<file path="src/rtl/packer_if.sv">
// Stream interface for the packer: narrow item input side and wide word output side.
interface packer_if #(
    parameter int unsigned UnpackedWidth = 2,
    parameter int unsigned PackedNum     = 4
);
    localparam int unsigned PackedWidth = UnpackedWidth * PackedNum;

    logic [UnpackedWidth-1:0] unpacked_i;
    logic                     valid_i;
    logic                     ready_o;
    logic                     flush_i;
    logic [PackedWidth-1:0]   packed_o;
    logic                     valid_o;
    logic                     ready_i;
    logic                     done_o;

    modport master (
        output unpacked_i, valid_i, flush_i, ready_i,
        input  ready_o, packed_o, valid_o, done_o
    );

    modport slave (
        input  unpacked_i, valid_i, flush_i, ready_i,
        output ready_o, packed_o, valid_o, done_o
    );
endinterface

</file>
<file path="src/rtl/packer.sv">
// Gathers PackedNum narrow items (item 0 in the LSBs) into one wide word held in a registered
// output stage. Define PACKER_FLUSH_EN to let flush_i close a word early.
module packer #(
    parameter int unsigned UnpackedWidth = 2,
    parameter int unsigned PackedNum     = 4
) (
    input logic     clk_i,
    input logic     rst_ni,
    packer_if.slave bus
);
    localparam int unsigned PackedWidth = UnpackedWidth * PackedNum;
    localparam int unsigned CountWidth  = $clog2(PackedNum);
    localparam logic [CountWidth-1:0] LastSlot = CountWidth'(PackedNum - 1);

    logic [CountWidth-1:0]  count_q, count_d;
    logic [PackedWidth-1:0] acc_q, acc_d;
    logic [PackedWidth-1:0] packed_q, packed_d;
    logic                   valid_q, valid_d;
    logic                   done_q, done_d;
    logic [PackedWidth-1:0] merged_c;
    logic                   flush_c, final_c, in_fire_c, out_fire_c;

`ifdef PACKER_FLUSH_EN
    assign flush_c = bus.flush_i;
`else
    logic unused_flush;
    assign unused_flush = bus.flush_i;
    assign flush_c      = 1'b0;
`endif

    // The final item may only enter when the output stage is free or draining now.
    assign final_c     = (count_q == LastSlot) | flush_c;
    assign bus.ready_o = ~final_c | ~valid_q | bus.ready_i;
    assign in_fire_c   = bus.valid_i & bus.ready_o;
    assign out_fire_c  = valid_q & bus.ready_i;

    // Slots at and above count are zero in the accumulator, so OR-ing places the item.
    assign merged_c = acc_q | (PackedWidth'(bus.unpacked_i) << (int'(count_q) * UnpackedWidth));

    always_comb begin
        count_d  = count_q;
        acc_d    = acc_q;
        packed_d = packed_q;
        valid_d  = valid_q;
        done_d   = 1'b0;
        if (out_fire_c) begin
            valid_d = 1'b0;
        end
        if (in_fire_c) begin
            if (final_c) begin
                packed_d = merged_c;
                valid_d  = 1'b1;
                done_d   = 1'b1;
                count_d  = '0;
                acc_d    = '0;
            end else begin
                acc_d   = merged_c;
                count_d = count_q + CountWidth'(1);
            end
        end
    end

    always_ff @(posedge clk_i) begin
        if (!rst_ni) begin
            count_q  <= '0;
            acc_q    <= '0;
            packed_q <= '0;
            valid_q  <= 1'b0;
            done_q   <= 1'b0;
        end else begin
            count_q  <= count_d;
            acc_q    <= acc_d;
            packed_q <= packed_d;
            valid_q  <= valid_d;
            done_q   <= done_d;
        end
    end

    assign bus.packed_o = packed_q;
    assign bus.valid_o  = valid_q;
    assign bus.done_o   = done_q;
endmodule

</file>
<file path="src/flat_wrapper.sv">
// flat-port wrapper written by rule: the top's interface ports become plain ports
module packer_flat 
#(
    parameter int unsigned UnpackedWidth = 2,
    parameter int unsigned PackedNum     = 4
)
  (clk_i, rst_ni, bus_unpacked_i, bus_valid_i, bus_flush_i, bus_ready_i, bus_ready_o, bus_packed_o, bus_valid_o, bus_done_o);
  packer_if #(.UnpackedWidth(UnpackedWidth), .PackedNum(PackedNum)) bus_i ();
  input logic clk_i;
  input logic rst_ni;
  input wire logic [$bits(bus_i.unpacked_i)-1:0] bus_unpacked_i;
  input wire logic [$bits(bus_i.valid_i)-1:0] bus_valid_i;
  input wire logic [$bits(bus_i.flush_i)-1:0] bus_flush_i;
  input wire logic [$bits(bus_i.ready_i)-1:0] bus_ready_i;
  output wire logic [$bits(bus_i.ready_o)-1:0] bus_ready_o;
  output wire logic [$bits(bus_i.packed_o)-1:0] bus_packed_o;
  output wire logic [$bits(bus_i.valid_o)-1:0] bus_valid_o;
  output wire logic [$bits(bus_i.done_o)-1:0] bus_done_o;
  assign bus_i.unpacked_i = bus_unpacked_i;
  assign bus_i.valid_i = bus_valid_i;
  assign bus_i.flush_i = bus_flush_i;
  assign bus_i.ready_i = bus_ready_i;
  assign bus_ready_o = bus_i.ready_o;
  assign bus_packed_o = bus_i.packed_o;
  assign bus_valid_o = bus_i.valid_o;
  assign bus_done_o = bus_i.done_o;
  packer #(.UnpackedWidth(UnpackedWidth), .PackedNum(PackedNum)) u_core (.clk_i(clk_i), .rst_ni(rst_ni), .bus(bus_i));
endmodule
</file>
<file path="config.mk">
export PLATFORM = sky130hd
export DESIGN_NAME = packer_flat
export DESIGN_NICKNAME = d
export VERILOG_FILES = /design/src/rtl/packer_if.sv /design/src/rtl/packer.sv /design/src/flat_wrapper.sv
export SDC_FILE = /design/constraint.sdc
export NUM_CORES = 1
export LEC_CHECK = 0
export BUFFER_PORTS_ARGS = -buffer_cell sky130_fd_sc_hd__buf_2
export CAP_MARGIN = 15
export CORE_UTILIZATION = 53
export CTS_CLUSTER_SIZE = 14
export DETAILED_ROUTE_END_ITERATION = 8
export GPL_ROUTABILITY_DRIVEN = 0
export GPL_TIMING_DRIVEN = 0
export HOLD_SLACK_MARGIN = 0.12
export MAX_ROUTING_LAYER = met4
export PLACE_DENSITY = 0.79
export SLEW_MARGIN = 20
export SYNTH_ARGS = -nofsm -noshare
export SYNTH_HDL_FRONTEND = slang
export SYNTH_SLANG_ARGS = --single-unit
</file>
<file path="constraint.sdc">
create_clock -name clk_i -period 1.97 [get_ports clk_i]
set_input_delay 0.394 -clock clk_i [delete_from_list [all_inputs] [get_ports clk_i]]
set_output_delay 0.394 -clock clk_i [all_outputs]
set_load 0.02 [all_outputs]
</file>
==> results by group <==
Finish
  • Ant diodes: 0
  • Fillers: between 100 and 150
  • Fin util: 68.57%
  • P&R area growth vs syn: 19.73%
  • Final instance area: approximately 900 sq um
  • Layout cells sized above 1: between 20 and 25%
  • Nets: 106
  • Most frequent cells in the layout: dfxtp_1 (20), buf_2 (15), a21oi_1 (9), nor2_1 (9)
  • Commonest non-fill, non-tap cell in the layout: dfxtp_1

Timing
  • Part of the cycle the worst path needs: 88.61%
  • Worst Skew: 0.003037 ns
  • Final hold vios: 0
  • RSZ-0062 raised after global routing: no
  • Min Tclk post-route: ~1.7 ns
  • Max Clock Freq: between 500 and 600 MHz
  • Slew Viols, Final: 0
  • Worst Tran Pin Value: roughly 0.81 ns
  • Setup TNS: 0 ns
  • Final setup viols: 0
  • Max_slew headroom: 45.96%

GRT
  • Gr usage total: around a quarter
  • First-pass GRT wire length: 2421 um
  • Vias in the first global route: 578
  • Congestion Overflow GR: 0
  • Pin count of the biggest net entering global routing: 13
  • Initial antenna violation count: 0

Placed design
  • DPL Wire Length: about 960 um
  • Number of port buffers: 14
  • Cell Area, Placed: 843.3 sq um

Clock tree
  • CTS Buffer Depth: 2
  • Clock root buffer: clkbuf_4
  • Post-CTS Resized: 0
  • Clock latency on the worst-skew pair: ~0.29 ns
  • TritonCTS Buffers: 3
  • Clock transition at path regs: 0.11 ns
  • Post-CTS Hold Fix Bufs: 0
  • H-tree Lvls: 1
  • CTS Sinks: 20
  • CTS tree: done

Setup path
  • Worst Setup Path Type: reg2out
  • Critical Path AT: 1.35 ns
  • Worst Setup SP: u_core.count_q[0]
  • R2r worst-path depth: 5
  • Reg-to-reg startpoint: u_core.count_q[0]
  • Worst-path fanout max: 7
  • CP endpoint kind: primary output
  • Startpoint types: flip-flop
  • CP required: approximately 1.6 ns

Routing
  • Initial drt markers: 23
  • WL final: between 1500 and 2000 um
  • Post-DR wirelength/cell: 13.40 um
  • Via/cell ratio: just under 6
  • First-pass DRT Iterations: 4
  • # DRC: 0
  • Vias post-DR: 658
  • Routed Antenna Nets: 0

Worst hold path
  • Tightest Hold Check Type: in2reg
  • Hold depth: 3
  • Hold_sp: rst_ni

Power and ir drop
  • Peak VDD IR: roughly 0.00038 V
  • Final Power: about 0.82 mW
  • Power Density: 905.7 mW/mm^2
  • LEAKAGE: about 0.37 nW

Yosys
  • Unique cell type count in the Yosys netlist: 21
  • Dominant cells by area after synthesis: dfxtp_1 (53%), a41oi_1 (9.3%), o2bb2ai_1 (9.3%), a21oi_1 (6.0%), nor2_1 (4.5%)
  • Synth top area share: between 50% and 60%
  • Register area share after synthesis: 53.07%
  • Synth warn: 0
  • Mapped Area: roughly 750 sq um
  • Post-synth top area cell: dfxtp_1
  • Synthesis-stage register bit count: 20
  • Avg Inst Size Synth: 9.673 sq um
  • Synth Instances: 78
  • Net Count, Synth: 86

Die
  • # IOs: 18
  • Cell Rows: 13
  • Core ar.: between 0.001 and 0.0015 sq mm
  • Initial Util: 57.26%
  • Chip width: 39.73 um
  • Die Height: between 30 and 40 um
  • Die area: 0.001578 sq mm

Run
  • Max-Cap Viols: 0

Outcome
  • Run status: complete, no violations
==> worst max-delay path, cell delays in order, from the launching register on <==
cell,delay [ns]
dfxtp_1,0.45
ha_1,0.26
nand3b_1,0.16
buf_2,0.19
==> per-stage QoR <==
stage	std cells	setup WS (ns)	hold WS, ns
global route	112	0.1254	0.3688
CTS	112	0.2427	0.3651
finish	112	0.2243	0.3721
detailed placement	107	0.3412	0.4425
global placement	107	0.3210	0.4394
floorplan	78	0.5310	0.4411
==> metal layers <==
| metal | vias to the layer above | share of wire (%) | track usage (%) |
|---|---|---|---|
| li1 | 328 | - | - |
| met3 | 2 | 6.7 | 5.682 |
| met5 | - | 0 | - |
| met1 | 306 | 45 | 29.72 |
| met2 | 22 | 47 | 36.48 |
| met4 | 0 | 1.1 | 12.07 |
==> synthesized netlist by cell type (all sizes together) <==
cell,number
a21oi,9
a31o,1
a31oi,1
a41oi,8
and2,1
buf,3
clkbuf,1
dfxtp,20
ha,1
inv,2
mux2i,1
nand2,5
nand2b,1
nand3b,1
nor2,9
nor2b,3
nor3,1
o21ai,1
o2bb2ai,8
or3,1
==> registers in the layout (all words and copies together) (netlist names) <==
name,flops
u_core.acc_q,8
u_core.bus.packed_o,8
u_core.count_q,2
u_core.bus.done_o,1
u_core.bus.valid_o,1
==> report_power, final <==
part / total [mW] / switching (mW) / internal [mW] / leakage, nW
registers: 0.425 / 0.00917 / 0.415 / 0.162
logic: 0.0637 / 0.0393 / 0.0244 / 0.179
clock network: 0.330 / 0.125 / 0.205 / 0.0279
total: 0.818 / 0.173 / 0.645 / 0.369
==> path summary, 6_finish.rpt <==
path / to / slack, ns
hold / removal: u_core.bus.valid_o / 0.37
setup / recovery: bus_ready_o / 0.22
setup reg to reg: u_core.bus.packed_o[3] / 0.43
hold reg to reg: u_core.bus.packed_o[6] / 0.47
==> cell families (layout without fill, tap and decap cells) <==
family                     Yosys count  count (layout)  synth area share (%)
AOI/OAI and AO/OA                   28              28                 27.20
and+or+nand+nor                     22              22                 13.60
DFF                                 20              20                 53.07
buffers and inverters                6              25                 3.151
adders and majority gates            1               1                 1.658
muxes                                1               1                 1.327
==> timing repair <==
action,CTS,global route
buffers inserted,1,0
endpoints found under the setup margin,1,0
endpoints found under the hold margin,0,0
==> cell type report <==
class / instances / area (sq um) / share of cell area [%]
clock inverters: 1 / 30.03 / 3.324
multi-input cells: 52 / 330.3 / 36.57
inverters: 2 / 7.507 / 0.8310
well taps: 15 / 18.77 / 2.078
flip-flops and latches: 20 / 400.4 / 44.32
clock buffers: 3 / 22.52 / 2.493
repair buffers: 15 / 77.57 / 8.587
plain buffers: 4 / 16.27 / 1.801
(Power assumes the default switching activity.)
